`src/rtl/seg_scan_pkg.sv`:
```
// Shared types and defaults for the seven-segment scan controller.
package seg_scan_pkg;

  typedef enum logic {
    StBlank = 1'b0,
    StShow  = 1'b1
  } scan_state_e;

  localparam int unsigned DefNumDigits   = 8;
  localparam int unsigned DefSlotCycles  = 100000;
  localparam int unsigned DefBlankCycles = 1000;

  localparam int unsigned CodeW     = 4;
  // One frame record per digit: code, enable, decimal point.
  localparam int unsigned FrameRecW = CodeW + 2;

  typedef struct packed {
    logic [CodeW-1:0] code;
    logic             en;
    logic             dp;
  } digit_rec_t;

endpackage

```
`src/rtl/seg_scan_frame_buf.sv`:
```
// Shadow/active frame double buffer. Loads land in the shadow frame and are
// promoted to the active frame only at the frame wrap, so a scan never tears.
module seg_scan_frame_buf
  import seg_scan_pkg::*;
#(
  parameter int unsigned NUM_DIGITS = DefNumDigits
) (
  input  logic                            clk_i,
  input  logic                            rst_ni,
  input  logic                            load_i,
  input  logic                            wrap_i,
  input  logic [CodeW*NUM_DIGITS-1:0]     digits_i,
  input  logic [NUM_DIGITS-1:0]           en_i,
  input  logic [NUM_DIGITS-1:0]           dp_i,
  output logic [FrameRecW*NUM_DIGITS-1:0] active_o,
  output logic                            pending_o
);

  digit_rec_t [NUM_DIGITS-1:0] in_frame;
  digit_rec_t [NUM_DIGITS-1:0] shadow_q, shadow_d;
  digit_rec_t [NUM_DIGITS-1:0] active_q, active_d;
  logic                        pending_q, pending_d;

  // Repack the three input buses into per-digit records.
  always_comb begin
    in_frame = '0;
    for (int i = 0; i < NUM_DIGITS; i++) begin
      in_frame[i].code = digits_i[CodeW*i +: CodeW];
      in_frame[i].en   = en_i[i];
      in_frame[i].dp   = dp_i[i];
    end
  end

  // Shadow capture, pending tracking and wrap-time promotion (with bypass
  // when a load coincides with the wrap).
  always_comb begin
    shadow_d  = load_i ? in_frame : shadow_q;
    pending_d = pending_q;
    active_d  = active_q;
    if (wrap_i) begin
      pending_d = 1'b0;
      if (load_i) begin
        active_d = in_frame;
      end else if (pending_q) begin
        active_d = shadow_q;
      end
    end else if (load_i) begin
      pending_d = 1'b1;
    end
  end

  // Frame registers.
  always_ff @(posedge clk_i or negedge rst_ni) begin
    if (!rst_ni) begin
      shadow_q  <= '0;
      active_q  <= '0;
      pending_q <= 1'b0;
    end else begin
      shadow_q  <= shadow_d;
      active_q  <= active_d;
      pending_q <= pending_d;
    end
  end

  assign active_o  = active_q;
  assign pending_o = pending_q;

endmodule

```
`src/rtl/seven_seg_scan_ctrl.sv`:
```
// Time-multiplexed scan controller for an eight-digit seven-segment display.
// Each slot starts with a blanking gap (all anodes off) before the digit is
// shown. Optional leading-zero suppression: SEG_SCAN_LEADING_ZERO_BLANK_EN.
module seven_seg_scan_ctrl
  import seg_scan_pkg::*;
#(
  parameter int unsigned NUM_DIGITS   = DefNumDigits,
  parameter int unsigned SLOT_CYCLES  = DefSlotCycles,
  parameter int unsigned BLANK_CYCLES = DefBlankCycles
) (
  input  logic                    clk,
  input  logic                    rst_n,
  input  logic [4*NUM_DIGITS-1:0] digits_in,
  input  logic [NUM_DIGITS-1:0]   digit_en_in,
  input  logic [NUM_DIGITS-1:0]   dp_in,
  input  logic                    load,
  output logic [3:0]              bcd,
  output logic [NUM_DIGITS-1:0]   an,
  output logic                    dp_n,
  output logic                    frame_done
);

  localparam int unsigned CntW = $clog2(SLOT_CYCLES);
  localparam int unsigned IdxW = $clog2(NUM_DIGITS);
  localparam logic [CntW-1:0] CntBlankLast = CntW'(BLANK_CYCLES - 1);
  localparam logic [CntW-1:0] CntSlotLast  = CntW'(SLOT_CYCLES - 1);
  localparam logic [IdxW-1:0] IdxLast      = IdxW'(NUM_DIGITS - 1);

  scan_state_e                 state_q, state_d;
  logic [CntW-1:0]             cnt_q, cnt_d;
  logic [IdxW-1:0]             idx_q, idx_d;
  logic                        slot_end, wrap;
  digit_rec_t [NUM_DIGITS-1:0] act;
  digit_rec_t                  cur;
  logic                        lz_blank;

  logic [3:0]            bcd_q, bcd_d;
  logic [NUM_DIGITS-1:0] an_q, an_d;
  logic                  dp_n_q, dp_n_d;
  logic                  frame_done_q;

  seg_scan_frame_buf #(
    .NUM_DIGITS(NUM_DIGITS)
  ) u_frame_buf (
    .clk_i    (clk),
    .rst_ni   (rst_n),
    .load_i   (load),
    .wrap_i   (wrap),
    .digits_i (digits_in),
    .en_i     (digit_en_in),
    .dp_i     (dp_in),
    .active_o (act),
    .pending_o()
  );

  assign slot_end = (state_q == StShow) && (cnt_q == CntSlotLast);
  assign wrap     = slot_end && (idx_q == IdxLast);
  assign cur      = act[idx_q];

  // State, slot counter and digit index registers.
  always_ff @(posedge clk or negedge rst_n) begin
    if (!rst_n) begin
      state_q <= StBlank;
      cnt_q   <= '0;
      idx_q   <= '0;
    end else begin
      state_q <= state_d;
      cnt_q   <= cnt_d;
      idx_q   <= idx_d;
    end
  end

  // Next state: blank gap then show; slot end advances the digit index.
  always_comb begin
    state_d = state_q;
    cnt_d   = cnt_q + 1'b1;
    idx_d   = idx_q;
    unique case (state_q)
      StBlank: if (cnt_q == CntBlankLast) state_d = StShow;
      StShow: begin
        if (slot_end) begin
          state_d = StBlank;
          cnt_d   = '0;
          idx_d   = (idx_q == IdxLast) ? '0 : idx_q + 1'b1;
        end
      end
      default: state_d = StBlank;
    endcase
  end

`ifdef SEG_SCAN_LEADING_ZERO_BLANK_EN
  // Suppress a zero digit when no higher digit carries a visible nonzero code.
  always_comb begin
    lz_blank = (idx_q != '0) && (cur.code == '0);
    for (int i = 0; i < NUM_DIGITS; i++) begin
      if (i > int'(idx_q) && act[i].en && (act[i].code != '0)) lz_blank = 1'b0;
    end
  end
`else
  assign lz_blank = 1'b0;
`endif

  // Output decode; bcd leads the anode so the decoder settles during the gap.
  always_comb begin
    bcd_d  = cur.code;
    an_d   = '1;
    dp_n_d = 1'b1;
    if ((state_q == StShow) && cur.en && !lz_blank) begin
      an_d[idx_q] = 1'b0;
      dp_n_d      = ~cur.dp;
    end
  end

  // Output registers.
  always_ff @(posedge clk or negedge rst_n) begin
    if (!rst_n) begin
      bcd_q        <= '0;
      an_q         <= '1;
      dp_n_q       <= 1'b1;
      frame_done_q <= 1'b0;
    end else begin
      bcd_q        <= bcd_d;
      an_q         <= an_d;
      dp_n_q       <= dp_n_d;
      frame_done_q <= wrap;
    end
  end

  assign bcd        = bcd_q;
  assign an         = an_q;
  assign dp_n       = dp_n_q;
  assign frame_done = frame_done_q;

endmodule
```
`config.mk`:
```
export PLATFORM = sky130hd
export DESIGN_NAME = seven_seg_scan_ctrl
export DESIGN_NICKNAME = d
export VERILOG_FILES = /design/src/rtl/seg_scan_pkg.sv /design/src/rtl/seg_scan_frame_buf.sv /design/src/rtl/seven_seg_scan_ctrl.sv
export SDC_FILE = /design/constraint.sdc
export NUM_CORES = 1
export LEC_CHECK = 0
export CORE_ASPECT_RATIO = 0.7
export CORE_MARGIN = 10
export CORE_UTILIZATION = 60
export DETAILED_ROUTE_END_ITERATION = 10
export PLACE_DENSITY = 0.84
export SETUP_SLACK_MARGIN = 0.2
export SLEW_MARGIN = 20
export SYNTH_ARGS = -nofsm -noshare
export SYNTH_HDL_FRONTEND = slang
export SYNTH_SLANG_ARGS = --single-unit
```
`constraint.sdc`:
```
create_clock -name clk -period 5.8 [get_ports clk]
set_input_delay 1.16 -clock clk [delete_from_list [all_inputs] [get_ports clk]]
set_output_delay 1.16 -clock clk [all_outputs]
set_load 0.02 [all_outputs]
```
==> results.toml, run 1 <==
[outcome]
outcome = "completed"

[layout]
area_delta_synth_final_pct = 24.1
seq_area_mm2 = 0.00331
fill_cells = 549
antenna_cells = 0
fin_nets = 513
drive_above_1_share_pct = 28.8
multiInputGateArea_mm2 = 0.00207

[grt]
antenna_found_initial = 0
overflow = 0
grt_max_degree = 78
grt_first_pass_wirelength_mm = 18.7
first_global_vias = 3581
track_usage_pct = 17.4

[routing]
via_count = 3345
wl_mm = 11.3
detail_route.iter0.violations = 240
detail-route-antenna-nets = 0
detail_route.wl_per_cell_um = 19.0
drc = 0
first_pass_iters = 6
vias_per_cell = 5.61

[logic_synthesis]
synth_edf_count = 0
seq_area_frac_synth_pct = 59.9
syn_nets = 451
avgSynthCellArea_um2 = 13.9
ys_ff_latch = 132
synthDistinctLibCells = 43
yosys_most_used_dff = "dfrtp_1"
syn_inst = 397
async_flop_share_pct = 100
syn-cell-area_mm2 = 0.00553
synth_warnings = 0

[clock_network]
cts.sinks = 132
postCtsResizedCells = 0
htreeDepth = 4
postCtsSetupBuffers = 0
clockBufferDepth = 2
clkLatencyLatePin_ns = 0.41
cts_tree = "yes"
hold_buffers = 0
cts-root-buf = "clkbuf_16"
cts_made_buffers = 17
path_clk_slew_ns = 0.06

[setup_path]
crit_path_end_kind = "flip-flop"
timing_worst_setup_path_type = "primary input to flip-flop"
worstPathArrival_ns = 3.32
start_kind = "primary input"
critPathMaxFanout = 49
critPathRequiredTime_ns = 6.08

[pwr]
pwr-share-seq_pct = 43.9
clock_power_share_pct = 50.4
p_total_mw = 2.24
p_sw_share_pct = 20.0
internal_power_mw = 1.80
p_switching_mw = 0.449
leakage_nw = 2.97
combPwrFrac_pct = 5.8
power_density_mw_per_mm2 = 327
worst_ir_drop_vdd_mv = 0.286

[die]
io_pins = 65
core_mm2 = 0.00903
dieWidth_um = 135
die_h_um = 100
rows = 29
initial_core_util_pct = 61.2
die_area_mm2 = 0.0135

[sta]
timing.final.max_slew_violations = 0
max-slew-margin-rel_pct = 35.0
grt_setup_unrepaired = "false"
finalHoldViolations = 0
post-route-period-util_pct = 52.3
timing.setup.tns_ns = 0
clock_skew_ns = 0.00642
final-setup-viol-count = 0
worst_slew_pin_slew_ns = 0.971
fin_crit_ns = 3.03
maxClockFrequency_mhz = 330
timing.final.ws_setup_ns = 2.77
fin_hold_ws_ns = 0.459

[run]
drv_cap = 0

[hold_path]
hold_class = "flip-flop to flip-flop"

[placed_design]
io_buffers = 64
dp_slack_ns = 1.80
globalplace.congestion = 0.907
dpl.hpwl_mm = 7.30
metal layers:
| metal | part of all wire, % | track usage [%] |
|---|---|---|
| met5 | 0 | 0 |
| met4 | 1.4 | 6.51 |
| met3 | 6.2 | 5.39 |
| met2 | 46 | 26.3 |
| met1 | 46 | 23.1 |
path summary, 6_finish.rpt:
check / startpoint / end / slack [ns] / depth (start not counted)
max in group asynchronous: rst_n / bcd[2] / 3.70 / 2
min: cnt_q[0] / cnt_q[0] / 0.46 / 1
min reg2reg: cnt_q[0] / cnt_q[0] / 0.46 / 1
min in group asynchronous: rst_n / u_frame_buf.active_o[31] / 0.88 / 1
max reg2reg: cnt_q[14] / u_frame_buf.active_o[21] / 2.82 / 5
max: load / u_frame_buf.active_o[21] / 2.77 / 6
state kept, by name (all words and copies together) (netlist names):
signal                 cells
dp_n                       1
u_frame_buf.shadow_q      48
an                         8
u_frame_buf.pending_o      1
u_frame_buf.active_o      48
cnt_q                     17
state_q                    1
idx_q                      3
bcd                        4
frame_done                 1
cell type report:
type	instances	share of cell area (%)
inverters	4	0.219
clock inverters	8	2.15
flip-flops and latches	132	48.3
repair buffers	69	9.88
well taps	124	2.26
clock buffers	24	7.02
multi-input cells	235	30.2
stage by stage:
step	instance area, µm²	utilization (%)	std cells
final	6860	76.0	596
after global routing	6860	76.0	596
after CTS	6850	75.8	595
after detailed placement	6220	68.8	563
after global placement	6220	68.8	563
after floorplan	5530	-	397
cells in the mapped netlist, types with 2 or more instances:
library cell	number	area share, %
a21oi_1	4	0.36
a22oi_1	3	0.41
buf_1	5	0.34
buf_4	2	0.27
buf_6	3	0.61
clkbuf_1	15	1.0
dfrtp_1	123	56
dfstp_2	9	4.3
ha_1	3	0.68
inv_1	4	0.27
mux2_1	20	4.1
mux2_2	83	17
mux2i_1	6	1.1
mux4_2	4	1.6
nand2_1	18	1.2
nand2b_1	3	0.34
nand3_1	10	0.91
nand4_1	8	0.91
nor2_1	20	1.4
nor2b_1	5	0.57
nor3_1	6	0.54
nor4_1	4	0.45
nor4b_1	3	0.48
o221ai_1	2	0.32
or2_2	2	0.23
or4_4	2	0.41
xnor2_1	9	1.4
xor2_1	6	0.95
logic make-up (layout without fill, tap and decap cells):
kind of cell | Yosys count | count (layout) | synth area share [%]
adders and majority gates | 3 | 3 | 0.679
and+or+nand+nor | 87 | 87 | 8.48
DFF | 132 | 132 | 59.9
AOI/OAI and AO/OA | 17 | 17 | 2.24
buffers and inverters | 30 | 105 | 2.60
muxes | 113 | 113 | 23.7
xor gates and xnor gates | 15 | 15 | 2.38
power groups by stage:
| stage | Clock, mW | Combinational (mW) | Sequential [mW] |
|---|---|---|---|
| 5_1_grt | 1.19 | 0.142 | 0.989 |
| 6_report | 1.13 | 0.130 | 0.984 |
| 3_5_place_dp | 0 | 0.131 | 1.00 |
| 3_3_place_gp | 0 | 0.127 | 0.997 |
| 2_1_floorplan | 0 | 0.0607 | 0.995 |
| 4_1_cts | 1.15 | 0.132 | 0.985 |
cell usage in the layout (no fill, tap or decap), types with 2 or more instances in the layout:
cell type and count:
xnor2_1 9, clkdlybuf4s50_1 62, clkbuf_1 4, nand2b_1 3, or4_4 2, buf_4 5, a22oi_1 3, dfstp_2 9
nand4_1 8, mux2i_1 6, inv_1 4, clkbuf_8 3, nand3_1 10, mux4_2 4, nor2b_1 5, nor4_1 4
nor4b_1 3, nor2_1 20, nand2_1 18, bufinv_16 4, nor3_1 6, clkbuf_16 17, clkinvlp_4 3, ha_1 3
xor2_1 6, dfrtp_1 123, o221ai_1 2, a21oi_1 4, or2_2 2, mux2_2 83, mux2_1 20
critical path, cell delays in order:
cell and delay, ns:
buf_2 0.07, buf_4 0.52, nor2_1 0.22, nor3_4 0.50, buf_4 0.41, mux2_1 0.38
Note: power is estimated with default switching activity, not from simulation.
==> run 2, diff against run 1 <==
--- a/config.mk
+++ b/config.mk
@@ -7,9 +7,9 @@
 export LEC_CHECK = 0
 export CORE_ASPECT_RATIO = 0.7
 export CORE_MARGIN = 10
-export CORE_UTILIZATION = 60
+export CORE_UTILIZATION = 50
 export DETAILED_ROUTE_END_ITERATION = 10
-export PLACE_DENSITY = 0.84
+export PLACE_DENSITY = 0.74
 export SETUP_SLACK_MARGIN = 0.2
 export SLEW_MARGIN = 20
 export SYNTH_ARGS = -nofsm -noshare
==> constraint.sdc (replaced) <==
create_clock -name clk -period 2.56 [get_ports clk]
set_input_delay 0.512 -clock clk [delete_from_list [all_inputs] [get_ports clk]]
set_output_delay 0.512 -clock clk [all_outputs]
set_load 0.02 [all_outputs]
==> run 2 against run 1 <==
Effect of this change: core utilization fell by 11 points; sequential cell count is the same; cell area is 4.0% higher; combinational power is 140% higher; hold slack worse by 0.33 ns; clock skew increased by 0.0027 ns; sequential power is 130% higher; via count rose by 3.8%.
==> results.toml, run 2 (synthesis results as in run 1) <==
[pwr]
internal_power_mw = 3.81
power_density_mw_per_mm2 = 671
leakage_nw = 3.10
p_switching_mw = 0.982
p_sw_share_pct = 20.5
pwr-share-seq_pct = 46.5
clock_power_share_pct = 47.0
combPwrFrac_pct = 6.4
worst_ir_drop_vdd_mv = 0.499

[sta]
worst_slew_pin_slew_ns = 0.639
clock_skew_ns = 0.00913
timing.setup.tns_ns = 0
max-slew-margin-rel_pct = 57.4
finalHoldViolations = 0
final-setup-viol-count = 0
fin_crit_ns = 2.48
maxClockFrequency_mhz = 404
timing.final.max_slew_violations = 0
post-route-period-util_pct = 96.7
grt_setup_unrepaired = "true"

[run]
drv_cap = 0

[layout]
final_cell_mix = "123 x dfrtp_1, 83 x mux2_2, 62 x clkdlybuf4s50_1, 19 x nor2_1"
fill_cells = 771
final_common_cell = "dfrtp_1"
area_delta_synth_final_pct = 29.1
antenna_cells = 0
fin_cells = 648
fin_nets = 536
drive_above_1_share_pct = 32.7

[clock_network]
path_clk_slew_ns = 0.05
clkLatencyLatePin_ns = 0.41
htreeDepth = 4
clockBufferDepth = 2
cts.sinks = 132
cts_tree = "yes"
hold_buffers = 0
cts_made_buffers = 17
cts-root-buf = "clkbuf_16"

[grt]
track_usage_pct = 16.2
grt_first_pass_wirelength_mm = 19.9
grt_max_degree = 50
use_met2_pct = 23.0
grt_use_met3_pct = 6.39
grtUsageMet1_pct = 21.8
first_global_vias = 3748
overflow = 0
busiest_layer = "met2"
antenna_found_initial = 0

[die]
io_pins = 65
core_mm2 = 0.0109
initial_core_util_pct = 50.6
die_area_mm2 = 0.0157
dieWidth_um = 146
rows = 32
die_h_um = 108

[routing]
detail_route.wl_per_cell_um = 18.7
detail-route-antenna-nets = 0
drc = 0
wl_mm = 12.1
first_pass_iters = 4
detail_route.iter0.violations = 192
vias_per_cell = 5.36
via_count = 3472

[setup_path]
crit_path_end_kind = "flip-flop"
worstPathArrival_ns = 2.76
timing.rr.start = "cnt_q[13]"
worstReg2RegEnd = "u_frame_buf.active_o[44]"
cp-startpoint = "cnt_q[13]"
timing_worst_setup_path_type = "flip-flop to flip-flop"
r2r.worst_path.cells = 7
critPathRequiredTime_ns = 2.85
rrSetupSlack_ns = 0.08
critPathMaxFanout = 5
start_kind = "flip-flop"

[placed_design]
io_buffers = 64
dp_cells = 604
dpl.hpwl_mm = 8.01
globalplace.congestion = 0.934

[hold_path]
hold_class = "primary input to asynchronous set/reset pin"

[outcome]
outcome = "completed"
run 2: cell types whose count changed in the layout (fill, tap and decap cells not counted), sizes merged:
cell,change
buf,+23
bufinv,-3
clkbuf,+3
clkinv,+2
clkinvlp,-2
run 2: worst max path at each step:
stage,endpoint,slack (ns),depth (start not counted)
6_report,u_frame_buf.active_o[44],0.08,7
5_1_grt,u_frame_buf.active_o[44],0.04,7
4_1_cts,u_frame_buf.active_o[44],0.12,7
3_5_place_dp,u_frame_buf.active_o[44],0.06,5
3_3_place_gp,u_frame_buf.active_o[39],0.12,5
2_1_floorplan,u_frame_buf.active_o[10],0.17,6
run 2: layout make-up:
class                      count  area [µm²]  share of cell area [%]
clock inverter                 5        52.6                   0.736
tap                          153         191                    2.68
clock buffer                  27         503                    7.05
sequential                   132        3310                    46.4
multi-input combinational    235        2090                    29.3
inverter                       4        15.0                   0.210
timing repair buffer          92         973                    13.6
run 2: stage by stage:
step	power [mW]	util [%]	setup WS [ns]	cell area (µm²)	hold WS, ns
CTS	4.83	65.2	0.115	7130	0.138
global placement	2.56	58.4	0.119	6380	0.446
detailed placement	2.57	58.4	0.0556	6380	0.477
finish	4.79	65.3	0.0850	7140	0.128
global route	4.97	65.3	0.0373	7140	0.173
floorplan	2.39	-	0.173	5530	0.216
run 2: what timing repair did:
| item | in CTS | in global routing |
|---|---|---|
| buffers inserted | 9 | 1 |
| cloned | 2 | 0 |
| endpoints found under the setup margin | 48 | 60 |
| endpoints found under the hold margin | 0 | 0 |
| gates resized for setup | 16 | 1 |
run 2: power groups by stage:
stage	sequential (mW)	combinational, mW	clock [mW]
floorplan	2.26	0.137	0
global placement	2.26	0.300	0
detailed placement	2.26	0.307	0
CTS	2.23	0.312	2.29
global route	2.24	0.337	2.40
finish	2.23	0.307	2.25
run 2: per-layer routing:
layer | part of all wire, % | up-vias
li1 | - | 1587
met1 | 49 | 1766
met2 | 43 | 97
met3 | 5.9 | 22
met4 | 2.2 | 0
met5 | 0 | -
run 2: worst max-delay path, stage by stage, from the launching register on:
cell,delay [ns]
dfrtp_1,0.38
or4_4,0.53
or4_4,0.58
nor3_4,0.16
buf_6,0.16
buf_6,0.10
buf_12,0.10
mux2_2,0.33
